$ cat config.mk
export PLATFORM = sky130hd
export DESIGN_NAME = sumador_n_bits
export DESIGN_NICKNAME = d
export VERILOG_FILES = /design/src/rtl/sumador_n_bits.sv
export SDC_FILE = /design/constraint.sdc
export NUM_CORES = 1
export LEC_CHECK = 0
export ABC_AREA = 1
export BUFFER_PORTS_ARGS = -buffer_cell sky130_fd_sc_hd__buf_2
export CAP_MARGIN = 10
export CORE_ASPECT_RATIO = 0.9
export CORE_UTILIZATION = 59
export CTS_BUF_LIST = sky130_fd_sc_hd__clkbuf_8 sky130_fd_sc_hd__clkbuf_16
export DETAILED_ROUTE_END_ITERATION = 8
export PLACE_DENSITY = 0.86
export SLEW_MARGIN = 20
export SYNTH_ARGS = -nofsm -noshare
export SYNTH_HDL_FRONTEND = slang
export SYNTH_SLANG_ARGS = --single-unit
$ cat constraint.sdc
create_clock -name CLK -period 5.5 [get_ports CLK]
set_clock_uncertainty 0.05 [all_clocks]
set_input_delay 1.375 -clock CLK [delete_from_list [all_inputs] [get_ports CLK]]
set_output_delay 1.375 -clock CLK [all_outputs]
set_load 0.005 [all_outputs]
$ cat src/rtl/sumador_n_bits.sv
// sumador_n_bits: registered WIDTH-bit add / subtract / accumulate / clear unit.
// Each accepted operation produces its result one cycle later on Q and RCO, and
// raises VALID for that one cycle. OVF is a sticky carry/borrow flag.
// RCI/RCO let several instances be chained into a wider multi-cycle add.
//
// Build option: define SUMADOR_SATURATE_EN to clamp results instead of wrapping.
//   add / accumulate with carry -> Q = 2^WIDTH-1
//   subtract with borrow        -> Q = 0
// RCO and OVF behave the same in both builds.
module sumador_n_bits #(
  parameter int WIDTH = 8  // operand/result width, 2..64
) (
  input  logic             CLK,
  input  logic             RESET_L,  // synchronous, active-low
  input  logic             ENB,
  input  logic [1:0]       MODO,
  input  logic [WIDTH-1:0] A,
  input  logic [WIDTH-1:0] B,
  input  logic             RCI,
  output logic [WIDTH-1:0] Q,
  output logic             RCO,
  output logic             VALID,
  output logic             OVF
);

  typedef enum logic [1:0] {
    MODO_ADD = 2'b00,
    MODO_SUB = 2'b01,
    MODO_ACC = 2'b10,
    MODO_CLR = 2'b11
  } modo_e;

  localparam logic [WIDTH-1:0] Q_MAX  = '1;
  localparam logic [WIDTH-1:0] Q_ZERO = '0;

  logic [WIDTH-1:0] q_q, q_d;
  logic             rco_q, rco_d;
  logic             valid_q, valid_d;
  logic             ovf_q, ovf_d;

  modo_e            modo;
  logic [WIDTH-1:0] add_lhs;
  logic [WIDTH:0]   sum_ext;
  logic [WIDTH:0]   diff_ext;
  logic             carry;
  logic             borrow;

  // Arithmetic datapath, evaluated at WIDTH+1 bits so the top bit is carry/borrow.
  always_comb begin
    modo    = modo_e'(MODO);
    // Accumulate reuses the adder with the current result in place of B.
    add_lhs = (modo == MODO_ACC) ? q_q : B;
    sum_ext  = {1'b0, A} + {1'b0, add_lhs} + {{WIDTH{1'b0}}, RCI};
    // A borrow leaves the (WIDTH+1)-bit difference negative, so its top bit is 1.
    diff_ext = {1'b0, A} - {1'b0, B} - {{WIDTH{1'b0}}, RCI};
    carry    = sum_ext[WIDTH];
    borrow   = diff_ext[WIDTH];
  end

  // Next-state selection for result, carry, valid and sticky overflow.
  always_comb begin
    // NOTE: every output of this block gets a default first, so no path can
    // leave a value unassigned and infer a latch.
    q_d     = q_q;
    rco_d   = rco_q;
    ovf_d   = ovf_q;
    valid_d = 1'b0;
    if (ENB) begin
      valid_d = 1'b1;
      unique case (modo)
        MODO_ADD, MODO_ACC: begin
          rco_d = carry;
          ovf_d = ovf_q | carry;
`ifdef SUMADOR_SATURATE_EN
          q_d   = carry ? Q_MAX : sum_ext[WIDTH-1:0];
`else
          q_d   = sum_ext[WIDTH-1:0];
`endif
        end
        MODO_SUB: begin
          rco_d = borrow;
          ovf_d = ovf_q | borrow;
`ifdef SUMADOR_SATURATE_EN
          q_d   = borrow ? Q_ZERO : diff_ext[WIDTH-1:0];
`else
          q_d   = diff_ext[WIDTH-1:0];
`endif
        end
        MODO_CLR: begin
          q_d   = Q_ZERO;
          rco_d = 1'b0;
          ovf_d = 1'b0;
        end
        default: begin
          q_d   = q_q;
          rco_d = rco_q;
          ovf_d = ovf_q;
        end
      endcase
    end
  end

  // State registers; reset is sampled on the clock edge and overrides any operation.
  always_ff @(posedge CLK) begin
    // NOTE: sequential state uses non-blocking assignments so every register
    // samples pre-edge values regardless of statement order.
    if (!RESET_L) begin
      q_q     <= '0;
      rco_q   <= 1'b0;
      valid_q <= 1'b0;
      ovf_q   <= 1'b0;
    end else begin
      q_q     <= q_d;
      rco_q   <= rco_d;
      valid_q <= valid_d;
      ovf_q   <= ovf_d;
    end
  end

  assign Q     = q_q;
  assign RCO   = rco_q;
  assign VALID = valid_q;
  assign OVF   = ovf_q;

endmodule

# After elaboration in Yosys (flattened, before gate mapping)
# Index checks and enable logic that the tools add are counted.
[totals]
regBits = 11
elab_cells = 20
ram_bits = 0
out_inout_bits = 11
latch_bits = 0
mem_count = 0
input_bits = 22
mem_bits_ro = 0
[op_classes]
addsub = 4
div = 0
n_mux = 5
shift = 0
magnitude_cmp = 0
n_reduce_logical = 2
bitwise_logic = 2
eq_ne = 3
mul = 0
[op_table]
columns = ["cell", "count"]
rows = [
  ["8-bit one-hot mux with 3 select lines", 1],
  ["8-bit by 8-bit adder with 9-bit output", 1],
  ["9-bit by 1-bit adder with 9-bit output", 1],
  ["8-bit by 8-bit subtractor with 9-bit output", 1],
  ["9-bit by 1-bit subtractor with 9-bit output", 1],
  ["8-bit 2-to-1 mux", 1],
  ["1-bit one-hot mux with 3 select lines", 2],
  ["2-bit equality test, second input constant", 2],
  ["2-bit by 1-bit equality test with 1-bit output, second input constant", 1],
  ["2-bit zero test", 1],
  ["1-bit bitwise OR", 2],
  ["2-bit OR reduction", 1],
  ["1-bit 2-to-1 mux", 1],
]

# Depth between registers and ports, before layout
[depth]
ltp_word = 6
mapped_depth = 17
depth_no_buf = 16

# Worst setup path before layout
# No wires, ideal clock.
[synth_path]
path_kind = "input -> register"
from = "input MODO[0]"
to = "register q_q[6], in the netlist Q[6]"
stages = 15
path_slack_ns = 2.178
setup_time_ns = 0.109
path_buffers = 1
required_time_ns = 5.341
t_arrival_ns = 3.163
cell_sequence = "inv_2 -> nand2_1 -> buf_2 -> o21ai_0 -> fa_1 -> inv_1 -> fa_1 -> nand3_1 -> nand2_1 -> nand2_1 -> nand3b_1 -> nand3_1 -> nand3_1 -> nand2_1 -> inv_1"
[synth_via]
elab_chain_len = 5
word_cells_on_any_way = 9
classes_between = "2 x add/sub; 3 x eq/ne; 2 x mux; 2 x reduce/logical"
[synth_rtl]
columns = ["element", "line_no", "rtl"]
rows = [
  ["from (decl)", "16", "input logic [1:0] MODO,"],
  ["2-bit equality test", "52, 70", ""],
  ["8-bit 2-to-1 mux", "52", "add_lhs = (modo == MODO_ACC) ? q_q : B;"],
  ["8-bit by 8-bit adder with 9-bit output", "53", "sum_ext = {1'b0, A} + {1'b0, add_lhs} + {{WIDTH{1'b0}}, RCI};"],
  ["9-bit by 1-bit adder with 9-bit output", "53", ""],
  ["8-bit one-hot mux with 3 select lines *", "70", "unique case (modo)"],
  ["to (signal assigned)", "113", "q_q <= q_d;"],
  ["to (decl)", "36", "logic [WIDTH-1:0] q_q, q_d;"],
]
# Every way passes the cells marked *; elsewhere a longest branch is shown, timed or not.
# A chain may end at the register's enable or synchronous reset.

# Worst setup path after layout
[layout_path]
from = "input MODO[0]"
to = "register rco_q, in the netlist RCO"
[layout_via]
elab_chain_len = 5
word_cells_on_any_way = 9
classes_between = "2 x add/sub; 3 x eq/ne; 2 x mux; 2 x reduce/logical"
[layout_rtl]
columns = ["element", "line_no", "rtl"]
rows = [
  ["2-bit equality test", "52, 70", ""],
  ["8-bit 2-to-1 mux", "52", ""],
  ["8-bit by 8-bit adder with 9-bit output", "53", ""],
  ["9-bit by 1-bit adder with 9-bit output", "53", ""],
  ["1-bit one-hot mux with 3 select lines *", "70", ""],
  ["to (signal assigned)", "114", "rco_q <= rco_d;"],
  ["to (decl)", "37", "logic rco_q, rco_d;"],
]
# Marked as above.

==> impl_summary.txt <==
----------------------------------------------------
[Worst hold path]
  Worst Min Path Start ... OVF
  Worst Hold Class ... flop to flop

[Clock tree]
  Maximum level of the CTS H-tree ... 1
  Clock root buffer ... sky130_fd_sc_hd__clkbuf_8
  Postcts setup bufs ... 0
  Quantity of gates resized following cts ... 0
  Clock Latency Late Sink ... 0.24 ns
  TritonCTS clock tree ... built
  Number of sinks handled by clock tree synthesis ... 11
  CTS Buf Count ... 3
  Max Root-Sink Buffers ... 2
  Hold buffer count at CTS ... 0
  Clock transition at the register clock pins on the worst setup and hold paths after CTS ... 0.05 ns

[Final layout]
  P&R area growth vs syn ... 15.2%
  Fraction of final layout cells sized beyond drive strength 1 ... 0.154
  Net count, final ... 315
  Number of antenna cells inserted ... 0
  Cell area after layout ... 1690 µm²

[Synthesis]
  Total standard cell area after synthesis ... 1470 µm²
  Mean post-synth cell area ... 6.26 µm²
  Sequential-to-total area share from yosys stat ... 0.150
  Number of register bits inferred by synthesis ... 11
  Cells taking the most area after synthesis ... sky130_fd_sc_hd__ha_1 18%, sky130_fd_sc_hd__dfxtp_1 15%, sky130_fd_sc_hd__nand2_1 14%
  Yosys warnings ... 0
  Top-area cell type share of the netlist area ... 0.179
  Library cell occupying the most area in the post-synthesis netlist ... sky130_fd_sc_hd__ha_1
  Synth Net Count ... 281
  Post-synth cell types ... 23
  Cells after synthesis ... 234

[Die]
  Cell Rows ... 16
  Initial cell density of the core ... 0.648
  DIE AREA ... 2690 µm²
  Top-Level Pins ... 33
  DIE WIDTH ... 54.5 µm
  Area inside the core boundary ... 2260 µm²
  Die outline height ... 49.3 µm

[Timing]
  Final hold violations ... 0
  Fin crit period ... 3.52 ns
  Crit share post-route ... 0.641
  F_max ... 0.284 GHz
  Slew of the pin with the lowest slew margin ... 0.402 ns
  Relative slew margins ... 0.731
  Number of endpoints failing setup at the final stage ... 0
  Pins over their slew limit ... 0
  RSZ-0062 raised after global routing ... no
  Final-layout setup total negative slack ... 0 ns

[Setup path]
  Category of the worst setup path launch point ... primary input
  Cell with the most instances on the worst path ... sky130_fd_sc_hd__nand2_1
  Maximum fanout along the worst path ... 14
  Required arrival time at the worst endpoint ... 5.59 ns
  Worst reg2reg path startpoint ... Q[0]
  Critical path endpoint category ... flop
  Series of cell instances along the critical path ... buf_2 > inv_2 > nand2_1 > o21ai_0 > fa_1 > inv_1 > fa_1 > nand3_1 > nand2_1 > nand2_1 > o211ai_1 > nand2_1 > nand3_1 > nand2_1 > inv_1
  CP max stage cell ... sky130_fd_sc_hd__fa_1
  Delay contributed by the slowest stage of the critical path ... 0.41 ns
  Timing startpoint of the critical path ... MODO[0]
  WP data arrival ... 3.62 ns
  Critical path type ... primary input to flop

[Place]
  Count of buffers inserted at the top-level ports ... 32
  RD Place Congestion ... 0.857
  Total cell area at the placement stage ... 1640 µm²
  Detail Placement HPWL ... 2740 µm

[Global routing]
  Initial antenna violation count ... 0
  Overall Global Routing Usage ... 0.287
  Number of global-route vias before repair ... 1352
  Pin count of the biggest net entering global routing ... 18
  Total congestion overflow after global routing ... 0
  Global-route wire length before repair ... 5710 µm

[Power]
  Net switching fraction of the power ... 0.395
  Part of the power in combinational logic ... 0.481
  Power dissipated by switching net loads ... 0.000131 W
  Internal Dissipation ... 0.000200 W
  Portion of total power attributed to the clock network ... 0.242
  Leakage dissipation ... 1.02 nW
  Flop pwr share ... 0.276
  Power per Cell Area ... 196 nW/µm²
  Highest ir drop seen on vdd ... 210 µV

[Detailed routing]
  Vias per cell ... 5.36
  Number of vias after detailed routing ... 1577
  Overall routed net length ... 3360 µm
  Detailed-router iteration count before antenna repair ... 4
  Total DRC errors in the routed layout ... 0
  Final ANT Viol Nets ... 0
  Iteration-0 DRC count of the detailed router ... 45
  Average detailed-routed wire length per instance ... 11.4 µm

[Run]
  Number of violations of the max-capacitance limit ... 0

[Outcome]
  Outcome ... finished clean

----------------------------------------------------
[sequential cells by signal (all words and copies together), names as in the netlist]
signal and cells:
Q 8, OVF 1, RCO 1, VALID 1
[worst max-delay path, delay by kind of cell]
| family | cells | cell delay (ns) |
|---|---|---|
| and+or+nand+nor | 7 | 0.81 |
| adders and majority gates | 2 | 0.63 |
| AOI/OAI and AO/OA | 2 | 0.41 |
| buffers and inverters | 4 | 0.40 |
[path summary, 6_finish.rpt]
check	cells past startpoint	end	slack [ns]
worst max-delay path	15	RCO	1.98
worst min-delay path	2	OVF	0.40
worst max register to register	12	RCO	3.48
worst min register to register	2	OVF	0.40
[stage by stage]
step	worst slack, ns	hold WS [ns]	total power (W)	util	instances
after global routing	1.70	0.425	0.000362	0.746	294
final	1.98	0.403	0.000331	0.746	294
after CTS	2.01	0.409	0.000330	0.746	294
after global placement	1.86	0.387	0.000246	0.726	290
after detailed placement	1.78	0.394	0.000248	0.726	290
after floorplan	2.18	0.392	0.000207	-	234
[placed cells by master (no fill, tap or decap), types with 2 or more instances in the layout]
cell type                  instances
sky130_fd_sc_hd__inv_1            52
sky130_fd_sc_hd__nand3b_1          4
sky130_fd_sc_hd__nand4_1           2
sky130_fd_sc_hd__mux2_2            2
sky130_fd_sc_hd__ha_1             21
sky130_fd_sc_hd__buf_2            32
sky130_fd_sc_hd__nor2_1           13
sky130_fd_sc_hd__o21ai_0          12
sky130_fd_sc_hd__a21oi_1          20
sky130_fd_sc_hd__nand2_1          56
sky130_fd_sc_hd__dfxtp_1          11
sky130_fd_sc_hd__inv_2             2
sky130_fd_sc_hd__o211ai_1          4
sky130_fd_sc_hd__clkbuf_8          3
sky130_fd_sc_hd__fa_1              4
sky130_fd_sc_hd__o21ai_1           2
sky130_fd_sc_hd__nand3_1          22
[cell usage after synthesis (all sizes together)]
master	instances
clkbuf	1
nor2	14
o21a	1
inv	53
nand2	56
o21ai	14
o211ai	4
nand3b	4
dfxtp	11
mux2	2
nand4	2
fa	4
nand3	22
xor2	1
a21o	1
buf	2
ha	21
a21oi	21
[metal layers]
layer	vias to the layer above	share of wire	global-route usage
met1	679	0.45	0.386
met3	12	0.070	0.0623
met5	-	0	0
li1	817	-	-
met4	0	0.029	0.107
met2	69	0.45	0.437
[final cells by class]
| type | instances | area [µm²] |
|---|---|---|
| Multi-Input combinational cell | 167 | 1030 |
| Tap cell | 27 | 33.8 |
| Sequential cell | 11 | 220 |
| Inverter | 53 | 199 |
| Clock inverter | 1 | 3.75 |
| Timing Repair Buffer | 32 | 160 |
| Fill cell | 199 | 574 |
| Clock buffer | 3 | 41.3 |
[logic make-up (layout without fill, tap and decap cells)]
logic type                 after synthesis  after routing  share of synthesized area
DFF                                     11             11                      0.150
AOI/OAI and AO/OA                       41             41                      0.153
buffers and inverters                   56             89                      0.147
adders and majority gates               25             25                      0.234
and+or+nand+nor                         98             98                      0.295
muxes                                    2              2                     0.0154
xor gates and xnor gates                 1              1                    0.00598
[power groups by stage]
stage	clock (W)	combinational (W)	sequential, W
2_1_floorplan	0	0.000114	0.0000930
4_1_cts	0.0000810	0.000157	0.0000914
6_report	0.0000802	0.000159	0.0000914
5_1_grt	0.0000859	0.000184	0.0000921
3_5_place_dp	0	0.000156	0.0000927
3_3_place_gp	0	0.000154	0.0000926
No activity file was read; power rests on OpenSTA's default activity.
